**src/rtl/fill_rect_data_gen_engine_p.sv**
```systemverilog
// Rectangle-fill write generator.
// Accepts one fill command at a time and emits one arbiter write per colour
// plane per pixel of a wid x hgt rectangle in a planar, packed framebuffer.
// Generation advances only on arbiter transfers (arb_out_rts & arb_in_rtr).
//
// Ports:
//   clk, rst_                  clock, asynchronous active-low reset
//   in_rts / out_rtr           command handshake with the decode stage
//   init_addr, init_lane       word address and packed lane of top-left pixel
//   cmd_data_hgt/wid           rectangle size in pixels
//   cmd_data_r/g/bval          fill colour components
//   cmd_outline                1 = draw border pixels only
//   arb_out_rts / arb_in_rtr   write request handshake with the arbiter
//   arb_out_addr/data/wben/op  write address, data, byte enables, op (1=write)
//   done_strobe                one-cycle pulse when a command completes
//
// state   | meaning
// S_IDLE  | ready for a command (out_rtr high one clk after reset/DONE)
// S_DRIVE | presenting writes to the arbiter
// S_DONE  | single completion cycle, done_strobe high
module fill_rect_data_gen_engine_p #(
  parameter int ADDR_W     = 16,
  parameter int DATA_W     = 32,
  parameter int COLOR_W    = 4,
  parameter int CNT_W      = 16,
  parameter int ROW_STRIDE = 240,
  parameter int PLANES     = 3,
  localparam int PPW       = DATA_W / COLOR_W,
  localparam int LANE_W    = (PPW > 1) ? $clog2(PPW) : 1,
  localparam int BE_W      = DATA_W / 8
) (
  input  logic               clk,
  input  logic               rst_,
  input  logic               in_rts,
  output logic               out_rtr,
  input  logic [ADDR_W-1:0]  init_addr,
  input  logic [LANE_W-1:0]  init_lane,
  input  logic [CNT_W-1:0]   cmd_data_hgt,
  input  logic [CNT_W-1:0]   cmd_data_wid,
  input  logic [COLOR_W-1:0] cmd_data_rval,
  input  logic [COLOR_W-1:0] cmd_data_gval,
  input  logic [COLOR_W-1:0] cmd_data_bval,
  input  logic               cmd_outline,
  output logic               arb_out_rts,
  input  logic               arb_in_rtr,
  output logic [ADDR_W-1:0]  arb_out_addr,
  output logic [DATA_W-1:0]  arb_out_data,
  output logic [BE_W-1:0]    arb_out_wben,
  output logic               arb_out_op,
  output logic               done_strobe
);

  localparam int PL_W  = (PLANES > 1) ? $clog2(PLANES) : 1;
  localparam int SUM_W = CNT_W + 1;
  localparam int SH_W  = LANE_W + 4;

  typedef enum logic [1:0] {S_IDLE, S_DRIVE, S_DONE} state_t;

  state_t             state_q, state_d;
  logic               rdy_q, rdy_d;
  logic [CNT_W-1:0]   hgt_q, hgt_d, wid_q, wid_d, row_q, row_d, col_q, col_d;
  logic [PL_W-1:0]    plane_q, plane_d;
  logic [LANE_W-1:0]  lane_q, lane_d, lane0_q, lane0_d;
  logic [ADDR_W-1:0]  rowbase_q, rowbase_d, wordoff_q, wordoff_d;
  logic [COLOR_W-1:0] r_q, r_d, g_q, g_d, b_q, b_d;
  logic               outline_q, outline_d;

  logic               accept, xfc, drive;
  logic               last_col, last_row, last_plane, interior_row;
  logic [CNT_W-1:0]   step;
  logic [SUM_W-1:0]   lane_sum, lane_wraps;
  logic [COLOR_W-1:0] comp;
  logic [SH_W-1:0]    bit_pos;

  assign drive        = (state_q == S_DRIVE);
  assign accept       = (state_q == S_IDLE) && rdy_q && in_rts;
  assign xfc          = arb_out_rts && arb_in_rtr;
  assign last_col     = (col_q == wid_q - CNT_W'(1));
  assign last_row     = (row_q == hgt_q - CNT_W'(1));
  assign last_plane   = (plane_q == PL_W'(PLANES - 1));
  assign interior_row = (row_q != '0) && !last_row;

  // Outline rows between top and bottom only touch the first and last column.
  assign step       = (outline_q && interior_row && (col_q == '0)) ?
                      (wid_q - CNT_W'(1)) : CNT_W'(1);
  // A column step may cross several packed words when it jumps a whole row.
  assign lane_sum   = SUM_W'(lane_q) + SUM_W'(step);
  assign lane_wraps = lane_sum / SUM_W'(PPW);

  always_comb begin
    comp = b_q;
    if (plane_q == PL_W'(0))      comp = r_q;
    else if (plane_q == PL_W'(1)) comp = g_q;
  end

  assign bit_pos      = SH_W'(lane_q) * SH_W'(COLOR_W);
  assign arb_out_rts  = drive;
  assign arb_out_op   = drive;
  assign done_strobe  = (state_q == S_DONE);
  assign out_rtr      = rdy_q;
  assign arb_out_addr = drive ? (rowbase_q + wordoff_q + ADDR_W'(plane_q)) : '0;
  assign arb_out_data = drive ? (DATA_W'(comp) << bit_pos) : '0;
  assign arb_out_wben = drive ? (BE_W'(1) << (bit_pos >> 3)) : '0;

  always_comb begin
    state_d   = state_q;
    rdy_d     = 1'b0;
    hgt_d     = hgt_q;
    wid_d     = wid_q;
    row_d     = row_q;
    col_d     = col_q;
    plane_d   = plane_q;
    lane_d    = lane_q;
    lane0_d   = lane0_q;
    rowbase_d = rowbase_q;
    wordoff_d = wordoff_q;
    r_d       = r_q;
    g_d       = g_q;
    b_d       = b_q;
    outline_d = outline_q;
    case (state_q)
      S_IDLE: begin
        rdy_d = 1'b1;
        if (accept) begin
          rdy_d     = 1'b0;
          hgt_d     = cmd_data_hgt;
          wid_d     = cmd_data_wid;
          r_d       = cmd_data_rval;
          g_d       = cmd_data_gval;
          b_d       = cmd_data_bval;
          outline_d = cmd_outline;
          row_d     = '0;
          col_d     = '0;
          plane_d   = '0;
          lane_d    = init_lane;
          lane0_d   = init_lane;
          rowbase_d = init_addr;
          wordoff_d = '0;
          state_d   = ((cmd_data_hgt == '0) || (cmd_data_wid == '0)) ? S_DONE : S_DRIVE;
        end
      end
      S_DRIVE: begin
        if (xfc) begin
          if (!last_plane) begin
            plane_d = plane_q + PL_W'(1);
          end else begin
            plane_d = '0;
            if (last_col) begin
              if (last_row) begin
                state_d = S_DONE;
              end else begin
                col_d     = '0;
                row_d     = row_q + CNT_W'(1);
                lane_d    = lane0_q;
                wordoff_d = '0;
                rowbase_d = rowbase_q + ADDR_W'(ROW_STRIDE);
              end
            end else begin
              col_d     = col_q + step;
              lane_d    = LANE_W'(lane_sum % SUM_W'(PPW));
              wordoff_d = wordoff_q + ADDR_W'(lane_wraps * SUM_W'(PLANES));
            end
          end
        end
      end
      S_DONE: begin
        state_d = S_IDLE;
        rdy_d   = 1'b1;
      end
      default: state_d = S_IDLE;
    endcase
  end

  always_ff @(posedge clk or negedge rst_) begin
    if (!rst_) begin
      state_q   <= S_IDLE;
      rdy_q     <= 1'b0;
      hgt_q     <= '0;
      wid_q     <= '0;
      row_q     <= '0;
      col_q     <= '0;
      plane_q   <= '0;
      lane_q    <= '0;
      lane0_q   <= '0;
      rowbase_q <= '0;
      wordoff_q <= '0;
      r_q       <= '0;
      g_q       <= '0;
      b_q       <= '0;
      outline_q <= 1'b0;
    end else begin
      state_q   <= state_d;
      rdy_q     <= rdy_d;
      hgt_q     <= hgt_d;
      wid_q     <= wid_d;
      row_q     <= row_d;
      col_q     <= col_d;
      plane_q   <= plane_d;
      lane_q    <= lane_d;
      lane0_q   <= lane0_d;
      rowbase_q <= rowbase_d;
      wordoff_q <= wordoff_d;
      r_q       <= r_d;
      g_q       <= g_d;
      b_q       <= b_d;
      outline_q <= outline_d;
    end
  end

endmodule

```
**config.mk**
```make
export PLATFORM = sky130hd
export DESIGN_NAME = fill_rect_data_gen_engine_p
export DESIGN_NICKNAME = d
export VERILOG_FILES = /design/src/rtl/fill_rect_data_gen_engine_p.sv
export SDC_FILE = /design/constraint.sdc
export NUM_CORES = 1
export LEC_CHECK = 0
export BUFFER_PORTS_ARGS = -buffer_cell sky130_fd_sc_hd__buf_2
export CAP_MARGIN = 20
export CORE_ASPECT_RATIO = 0.7
export CORE_UTILIZATION = 40
export CTS_BUF_LIST = sky130_fd_sc_hd__clkbuf_4 sky130_fd_sc_hd__clkbuf_8
export DETAILED_ROUTE_END_ITERATION = 8
export PLACE_DENSITY_LB_ADDON = 0.2
export SLEW_MARGIN = 20
export SYNTH_ARGS = -nofsm -noshare
export SYNTH_HDL_FRONTEND = slang
export SYNTH_SLANG_ARGS = --single-unit
export TNS_END_PERCENT = 10
```
**constraint.sdc**
```tcl
create_clock -name clk -period 7.6 [get_ports clk]
set_input_delay 0 -clock clk [delete_from_list [all_inputs] [get_ports clk]]
set_output_delay 0 -clock clk [all_outputs]
set_load 0.02 [all_outputs]
```
==> results_dict.tcl, run 1 <==
set metrics [dict create \
    drt_iter0_markers 643 \
    ys_ff_latch 120 \
    syn-cell-area_mm2 0.00985 \
    clkTransAtPathRegs_ns 0.07 \
    vias 9171 \
    sequentialPowerShare_pct 29.8 \
    gp_congestion 0.940 \
    synth.net_count 1372 \
    cts_buffer_depth 2 \
    yosys_warnings 0 \
    ys.flop_type "dfrtp_1" \
    dieArea_mm2 0.0253 \
    layout_commonest_cell "nand2_1" \
    critical_path_class "reg2reg" \
    num_rows 47 \
    grt_pass1_vias 8569 \
    finalWirelength_um 27900 \
    irDropWorstVdd_v 0.000251 \
    holdBufCountCts 65 \
    final_util_pct 49.4 \
    grt_antenna_before_repair 0 \
    port_buffers 123 \
    clkLatencyLatePin_ns 0.46 \
    postCtsSetupBuffers 0 \
    switching_share_pct 46.7 \
    synth_top_family_by_area "simple AND/OR/NAND/NOR gates" \
    root_buffer "clkbuf_8" \
    max_stage_delay_ns 0.55 \
    wl_per_cell_um 16.3 \
    viasPerCell 5.34 \
    max_freq_ghz 0.141 \
    synth-compound-area-share_pct 13.8 \
    p_switching_uw 1770 \
    worst_pin_slew_ns 0.980 \
    synth-xor-area-share_pct 10.8 \
    clkPwrFrac_pct 16.6 \
    hp-class "in2reg" \
    cts_sinks 120 \
    busiest_layer "met1" \
    synth_area_per_cell_um2 8.07 \
    synth-edff-count 0 \
    nFillCells 2354 \
    use_met3_pct 4.79 \
    grtUsageMet2_pct 32.4 \
    ys_types 78 \
    slew_headroom_pct 34.7 \
    setup-violations-final 0 \
    ant_nets 0 \
    cap_violations 0 \
    rsz0062_at_grt "no" \
    slowest_stage "or4b_4" \
    arrival_ns 7.42 \
    die_h_um 133 \
    async_reset_ff_share_pct 100 \
    syn_inst 1221 \
    clock_skew_ns 0.0160 \
    grt_pass1_wl_um 45600 \
    nNetsFinal 1537 \
    die_w_um 190 \
    dp_cells 1620 \
    instances_no_fill 1716 \
    pwr-share-comb_pct 53.6 \
    grt_use_met1_pct 35.4 \
    end_kind "flip-flop" \
    grt_max_degree 78 \
    layout_common_cells "nand2_1, buf_2, dfrtp_1" \
    cts_resized 0 \
    final_cell_area_mm2 0.0118 \
    diodes 0 \
    crit_fanout 8 \
    drv_slew 0 \
    drc_errors 0 \
    h-tree-depth 4 \
    hold_violations 0 \
    cts_buffers 17 \
    critPathLaunchType "flip-flop" \
    tns_ns 0 \
    core-area_mm2 0.0239 \
    drive_gt1_share_pct 13.9 \
    fin_crit_ns 7.08 \
    post_dp_cell_area_mm2 0.0107 \
    initial_core_util_pct 41.2 \
    drtPass1Iterations 5 \
    ios 124 \
    worst_slack_ns 0.519 \
    overflow 0 \
    grt_usage_pct 22.9 \
    cellPowerDensity_mw_per_mm2 322 \
    cp.required_ns 7.94 \
    outcome "completed" \
    min_period_over_period_pct 93.2 \
    p_int_uw 2020 \
    synth_fa_ha_area_share_pct 11.5 \
    cts_tree "done" \
    yosysSeqAreaShare_pct 30.5 \
    place_ws_ns 0.684 \
    hpwl_um 20600 \
    area_growth_pct 19.8 \
    synthSimpleGateAreaFrac_pct 27.4 \
    p_leak_uw 0.00576 \
    muxShareOfSynthArea_pct 1.16 \
]
-- registers in the layout (all words and copies together), names as in the netlist --
register   flops
b_q            4
col_q         16
g_q            4
hgt_q         16
lane0_q        3
lane_q         3
out_rtr        1
outline_q      1
plane_q        2
r_q            4
row_q         16
rowbase_q     16
state_q        2
wid_q         16
wordoff_q     16
-- critical path, delay by kind of cell, from the launching register on --
kind / cells / cell delay [ns]
muxes: 1 / 0.26
adders and majority gates: 5 / 1.73
AOI/OAI and AO/OA: 13 / 2.93
and+or+nand+nor: 6 / 1.22
xor gates and xnor gates: 1 / 0.15
DFF: 1 / 0.44
buffers and inverters: 3 / 0.24
-- metrics by stage --
stage                     power (µW)  hold slack, ns
final                           3800          0.0382
after global routing            4110          0.0162
after floorplan                 2560          -0.296
after detailed placement        3130          0.0521
after CTS                       3810         0.00477
after global placement          3110          0.0450
-- area by class of cell --
type,count,area (µm²),share of cell area [%]
clock inverters,8,119,1.01
clock buffers,23,304,2.58
flip-flops and latches,120,3000,25.5
repair buffers,198,1340,11.4
multi-input cells,983,6380,54.1
inverters,66,248,2.10
well taps,318,398,3.37
-- path summary, 6_finish.rpt --
| check | from | to | slack, ns | depth (start not counted) |
|---|---|---|---|---|
| min in group asynchronous | rst_ | row_q[8]$_DFFE_PN0P_ | 0.09 | 2 |
| worst max register to register | hgt_q[0]$_DFFE_PN0P_ | wordoff_q[15]$_DFFE_PN0P_ | 0.52 | 29 |
| max in group asynchronous | rst_ | lane0_q[2]$_DFFE_PN0P_ | 6.09 | 3 |
| worst min register to register | r_q[1]$_DFFE_PN0P_ | r_q[1]$_DFFE_PN0P_ | 0.48 | 2 |
| worst min-delay path | arb_in_rtr | plane_q[1]$_DFFE_PN0P_ | 0.04 | 4 |
| worst max-delay path | hgt_q[0]$_DFFE_PN0P_ | wordoff_q[15]$_DFFE_PN0P_ | 0.52 | 29 |
-- power by group through the flow --
stage	Combinational [µW]	Sequential (µW)	Clock (µW)
6_report	2040	1130	631
3_3_place_gp	1970	1140	0
5_1_grt	2280	1160	675
4_1_cts	2030	1130	646
3_5_place_dp	1990	1140	0
2_1_floorplan	1560	1000	0
-- synth_stat cells, types with 4 or more instances --
library cell,count,area share (%)
nor2_1,118,4.5
o21ai_0,37,1.9
nor2b_1,10,0.64
nor4b_1,4,0.36
xor2_1,54,4.8
or2_2,8,0.51
nand4_1,24,1.5
nand2_1,232,8.8
a22o_1,7,0.62
o21ai_1,22,1.1
and2_1,10,0.64
buf_1,6,0.23
a21o_1,11,0.84
or4_1,4,0.30
clkbuf_1,36,1.4
inv_1,65,2.5
buf_2,6,0.30
and3_1,17,1.1
o22ai_1,6,0.38
a21oi_1,48,2.4
a31oi_1,5,0.32
a41oi_1,5,0.44
xnor2_1,59,5.2
fa_1,13,2.6
a211oi_1,5,0.38
ha_1,70,8.9
mux2i_1,8,0.81
dfrtp_1,120,30
o211ai_1,6,0.46
nor3_1,38,1.9
nand2b_1,15,0.95
or3_1,13,0.83
o21bai_1,14,1.1
nand3_1,30,1.5
o41ai_1,5,0.44
nor4_1,19,1.2
-- per-layer routing --
metal  vias up  share of wire, %
met2       312                40
met5         -                 0
li1       4543                 -
met4         0              0.89
met1      4301                52
met3        15               7.3
-- kinds of logic (layout without fill, tap and decap cells) --
| kind of cell | Yosys count | count (layout) |
|---|---|---|
| compound gates | 206 | 206 |
| fa+ha+maj | 83 | 83 |
| mux | 11 | 11 |
| buf+inv | 118 | 295 |
| flops | 120 | 120 |
| simple gates | 567 | 567 |
| xor+xnor | 116 | 116 |
(Power assumes the default switching activity.)
==> run 2, diff against run 1 <==
Settings changed: CTS_CLUSTER_DIAMETER set to 100, PLACE_DENSITY set to 0.6, PLACE_DENSITY_LB_ADDON 0.2 to unset.
==> run 2 against run 1 <==
Non-clock buffer count increased by 2. Largest power group unchanged. Sequential share of layout area decreased by 0.10 points. Critical endpoint unchanged. Flip-flop and latch count unchanged. Worst setup slack improved by 0.096 ns. Critical path type unchanged. Highest routed layer unchanged.
==> results_dict.tcl, run 2 (synthesis results as in run 1) <==
set metrics [dict create \
    critical_path_class "reg2reg" \
    end_kind "flip-flop" \
    cts_sinks 120 \
    irDropWorstVdd_v 0.000256 \
    post_dp_cell_area_mm2 0.0107 \
    drv_slew 0 \
    busiest_layer "met1" \
    cp.required_ns 7.95 \
    cellPowerDensity_mw_per_mm2 324 \
    p_leak_uw 0.00577 \
    dieArea_mm2 0.0253 \
    wl_per_cell_um 16.7 \
    nNetsFinal 1539 \
    p_switching_uw 1810 \
    p_int_uw 2030 \
    min_period_over_period_pct 91.9 \
    cts_buffer_depth 2 \
    max_stage_delay_ns 0.54 \
    cts_buffers 17 \
    rsz0062_at_grt "no" \
    p_total_uw 3830 \
    overflow 0 \
    postCtsSetupBuffers 0 \
    sequentialPowerShare_pct 29.6 \
    r2r.worst_path.cells 29 \
    hold_violations 0 \
    critPathLaunchType "flip-flop" \
    grt_usage_pct 23.7 \
    port_buffers 123 \
    num_rows 47 \
    holdCritStartpoint "arb_in_rtr" \
    dp_cells 1621 \
    area_growth_pct 20.3 \
    diodes 0 \
    drive_gt1_share_pct 14.1 \
    rr_startpoint "hgt_q[0]$_DFFE_PN0P_" \
    grt_antenna_before_repair 0 \
    h-tree-depth 4 \
    grt_pass1_vias 8771 \
    layout_common_cells "nand2_1, buf_2, dfrtp_1" \
    arrival_ns 7.33 \
    hp-class "in2reg" \
    setup-violations-final 0 \
    gp_congestion 0.931 \
    grt_max_degree 78 \
    hpwl_um 20900 \
    clkLatencyLatePin_ns 0.46 \
    cap_violations 0 \
    slowest_stage "or4b_4" \
    fin_crit_ns 6.99 \
    drc_errors 0 \
    tns_ns 0 \
    final_cell_area_mm2 0.0118 \
    layout_commonest_cell "nand2_1" \
    grt_use_met1_pct 35.6 \
    clkPwrFrac_pct 16.7 \
    grt_pass1_wl_um 47200 \
    cts_tree "done" \
    die_h_um 133 \
    root_buffer "clkbuf_8" \
    ios 124 \
    core-area_mm2 0.0239 \
    use_met3_pct 4.85 \
    initial_core_util_pct 41.2 \
    worst_pin_slew_ns 0.796 \
    max_freq_ghz 0.143 \
    clock_skew_ns 0.0164 \
    drt_iter0_markers 679 \
    outcome "completed" \
    vias 9096 \
    r2r-end "wordoff_q[15]$_DFFE_PN0P_" \
    switching_share_pct 47.1 \
    crit_fanout 8 \
    die_w_um 190 \
    nFillCells 2345 \
    grtUsageMet2_pct 34.4 \
    ant_nets 0 \
    clkTransAtPathRegs_ns 0.07 \
    drtPass1Iterations 5 \
    r2r_slack_ns 0.61 \
    slew_headroom_pct 46.8 \
    finalWirelength_um 28600 \
    holdPathStages 4 \
    instances_no_fill 1719 \
    viasPerCell 5.29 \
    pwr-share-comb_pct 53.7 \
    hold_end "plane_q[1]$_DFFE_PN0P_" \
]
run 2: changes by cell type in the layout (fill, tap and decap cells not counted), sizes merged:
| cell | before | now |
|---|---|---|
| clkinvlp | 0 | 3 |
| clkbuf | 23 | 21 |
| buf | 133 | 135 |
run 2: worst max-delay path by stage:
stage,start,to,slack [ns],depth (start not counted)
2_1_floorplan,hgt_q[0]$_DFFE_PN0P_,wordoff_q[15]$_DFFE_PN0P_,0.82,30
3_3_place_gp,hgt_q[0]$_DFFE_PN0P_,wordoff_q[15]$_DFFE_PN0P_,0.88,30
3_5_place_dp,hgt_q[0]$_DFFE_PN0P_,wordoff_q[15]$_DFFE_PN0P_,0.68,30
4_1_cts,hgt_q[0]$_DFFE_PN0P_,wordoff_q[15]$_DFFE_PN0P_,0.63,29
5_1_grt,hgt_q[0]$_DFFE_PN0P_,wordoff_q[15]$_DFFE_PN0P_,0.17,31
6_report,hgt_q[0]$_DFFE_PN0P_,wordoff_q[15]$_DFFE_PN0P_,0.61,29
run 2: timing repair:
item / 4_1_cts / 5_1_grt
endpoints found under the hold margin: 112 / 0
hold buffers: 65 / 0
resized for setup: 0 / 0
run 2: worst max-delay path, delay by kind of cell (launching register included):
family                   cells  cell delay (ns)
adder cells (fa/ha/maj)      5             1.74
AO/OA/AOI/OAI               12             2.47
AND/OR/NAND/NOR              8             1.73
buffers and inverters        3             0.22
flip-flops                   1             0.44
multiplexers                 1             0.28
run 2: final cells by class:
type / instances / area (µm²) / area share (%)
clock buffers: 21 / 289 / 2.44
clock inverters: 11 / 145 / 1.23
inverters: 66 / 248 / 2.09
multi-input cells: 983 / 6380 / 53.9
flip-flops and latches: 120 / 3000 / 25.4
well taps: 318 / 398 / 3.36
repair buffers: 200 / 1380 / 11.6
run 2: stage by stage:
step                      setup WS (ns)  hold slack (ns)  utilization [%]
after floorplan                   0.824           -0.296                -
after global placement            0.885           0.0590             44.9
after detailed placement          0.678           0.0612             44.9
after CTS                         0.627          0.00280             49.5
after global routing              0.166           0.0126             49.6
final                             0.614           0.0503             49.6
run 2: power by group through the flow:
stage / clock (µW) / combinational, µW / sequential [µW]
after floorplan: 0 / 1560 / 1000
after global placement: 0 / 1980 / 1140
after detailed placement: 0 / 2000 / 1140
after CTS: 654 / 2040 / 1130
after global routing: 680 / 2310 / 1170
final: 640 / 2060 / 1130
run 2: per-layer routing:
layer | up-vias | share of wire [%]
li1 | 4549 | -
met1 | 4237 | 52
met4 | 0 | 1.3
met3 | 25 | 6.2
met5 | - | 0
met2 | 285 | 41
==> run 3, diff against run 2 <==
Settings changed: ABC_AREA set to 1, MAX_ROUTING_LAYER set to met4.
==> run 3 against run 2 <==
Critical path depth rose by 5. Count of clock-buffer cells in the layout fell by 2. Synthesized cell count rose by 19%. Clock skew fell by 0.0029 ns. Fmax rose by 8.3%. Wire length rose by 4.7%. Global-route usage rose by 1.4 points. Synthesized area rose by 2.6%. Utilization fell by 0.86 points. Largest power group unchanged. Highest routed layer unchanged. Worst hold slack improved by 0.042 ns. Sequential power fell by 31%.
==> results_dict.tcl, run 3 <==
set metrics [dict create \
    synth.net_count 1609 \
    clkPwrFrac_pct 23.5 \
    drc_errors 0 \
    r2r_slack_ns 1.15 \
    ys_ff_latch 120 \
    clock_skew_ns 0.0135 \
    sequentialPowerShare_pct 29.8 \
    cts_buffers 17 \
    drive_gt1_share_pct 13.2 \
    yosysSeqAreaShare_pct 29.7 \
    gp_congestion 0.928 \
    hold_violations 0 \
    clkTransAtPathRegs_ns 0.07 \
    cts_tree "done" \
    slew_headroom_pct 24.9 \
    crit_fanout 17 \
    instances_no_fill 1969 \
    dieArea_mm2 0.0259 \
    grt_max_degree 77 \
    synth_top_area_share_pct 29.7 \
    ys.flop_type "dfrtp_1" \
    worst_slack_ns 1.15 \
    diodes 0 \
    worstPathBufferInverterCount 4 \
    p_int_uw 1480 \
    yosysMostFrequentCell "nand2_1" \
    pwr-share-comb_pct 46.7 \
    layout_common_cells "nand2_1, inv_1, nor2_1" \
    cts_sinks 120 \
    p_total_uw 2610 \
    max_stage_delay_ns 0.64 \
    viasPerCell 5.07 \
    synth_commonest_cells "nand2_1, inv_1, nor2_1" \
    grt_usage_pct 25.2 \
    switching_share_pct 43.3 \
    crit_family "simple AND/OR/NAND/NOR gates" \
    ant_nets 0 \
    irDropWorstVdd_v 0.000286 \
    drt_iter0_markers 707 \
    rr_startpoint "row_q[0]$_DFFE_PN0P_" \
    yosys_warnings 0 \
    max_freq_ghz 0.155 \
    grt_pass1_wl_um 49500 \
    synth-edff-count 0 \
    synth_area_per_cell_um2 6.93 \
    end_kind "flip-flop" \
    synth_top_cell_by_area "dfrtp_1" \
    die_h_um 135 \
    drv_slew 0 \
    num_rows 48 \
    grt_antenna_before_repair 0 \
    ys_types 51 \
    r2r-end "wordoff_q[15]$_DFFE_PN0P_" \
    root_buffer "clkbuf_8" \
    postCtsSetupBuffers 0 \
    h-tree-depth 4 \
    wl_per_cell_um 15.2 \
    slowest_stage "nor4_1" \
    arrival_ns 6.84 \
    initial_core_util_pct 40.8 \
    async_reset_ff_share_pct 100 \
    fin_crit_ns 6.45 \
    p_leak_uw 0.00636 \
    core-area_mm2 0.0247 \
    hpwl_um 22700 \
    die_w_um 192 \
    layout_commonest_cell "nand2_1" \
    ios 124 \
    area_growth_pct 19.4 \
    cp.required_ns 7.98 \
    dp_cells 1872 \
    syn-cell-area_mm2 0.0101 \
    r2r.worst_path.cells 34 \
    worst_pin_slew_ns 1.12 \
    critical_path_class "reg2reg" \
    nNetsFinal 1783 \
    ys_top_cells_by_area "dfrtp_1, nand2_1, ha_1, inv_1, nor2_1" \
    rsz0062_at_grt "no" \
    syn_inst 1458 \
    grt_pass1_vias 9554 \
    final_util_pct 48.7 \
    vias 9977 \
    cap_violations 0 \
    overflow 0 \
    setup-violations-final 0 \
    min_period_over_period_pct 84.9 \
    hp-class "in2async" \
    port_buffers 123 \
    outcome "completed" \
    cellPowerDensity_mw_per_mm2 216 \
    place_ws_ns 1.32 \
    crit_path_frequent_cell "nand2_1" \
    clkLatencyLatePin_ns 0.47 \
    p_switching_uw 1130 \
    finalWirelength_um 30000 \
    critPathLaunchType "flip-flop" \
    drtPass1Iterations 5 \
    tns_ns 0 \
    cts_buffer_depth 2 \
]
==> run 3: cell families after synthesis <==
kind of cell,Yosys count,synth area share (%)
and+or+nand+nor,738,31.7
buffers and inverters,236,9.08
DFF,120,29.7
adders and majority gates,83,11.2
AOI/OAI and AO/OA,212,11.9
xor gates and xnor gates,69,6.35
==> run 3: power groups by stage <==
stage | clock, µW | combinational [µW] | sequential, µW
2_1_floorplan | 0 | 849 | 762
3_3_place_gp | 0 | 1170 | 783
3_5_place_dp | 0 | 1180 | 787
4_1_cts | 630 | 1210 | 775
5_1_grt | 654 | 1370 | 787
6_report | 613 | 1220 | 777
==> run 3: layout make-up <==
cell class / count / area [µm²]
Clock buffer: 19 / 255
Clock inverter: 12 / 151
Fill cell: 2481 / 12700
Inverter: 199 / 747
Multi-Input combinational cell: 1102 / 6190
Sequential cell: 120 / 3000
Tap cell: 325 / 407
Timing Repair Buffer: 192 / 1310
==> run 3: how the worst max path moves through the flow <==
stage                              start                        end  slack, ns  cells after the start
detailed placement  row_q[0]$_DFFE_PN0P_  wordoff_q[15]$_DFFE_PN0P_       1.32                     34
CTS                 row_q[0]$_DFFE_PN0P_  wordoff_q[15]$_DFFE_PN0P_       1.26                     34
finish              row_q[0]$_DFFE_PN0P_  wordoff_q[15]$_DFFE_PN0P_       1.15                     34
global route        row_q[0]$_DFFE_PN0P_  wordoff_q[15]$_DFFE_PN0P_       0.53                     34
floorplan           hgt_q[0]$_DFFE_PN0P_  wordoff_q[15]$_DFFE_PN0P_       2.13                     41
global placement    row_q[0]$_DFFE_PN0P_  wordoff_q[15]$_DFFE_PN0P_       1.39                     34
==> run 3: timing repair <==
action                    CTS  global route
hold buffers               66             0
resized for setup           0             0
hold endpoints to repair  113             0
==> run 3: routing by layer <==
layer	global-route usage [%]	share of wire, %
met4	5.25	1.1
met1	37.3	53
met3	3.95	5.9
met2	35.6	40
met5	-	0
==> run 3: metrics by stage <==
step           hold slack (ns)  instance area [µm²]
2_1_floorplan           -0.296                10100
3_3_place_gp            0.0534                11000
3_5_place_dp            0.0552                11000
4_1_cts                 0.0790                12100
5_1_grt                  0.142                12100
6_report                0.0919                12100
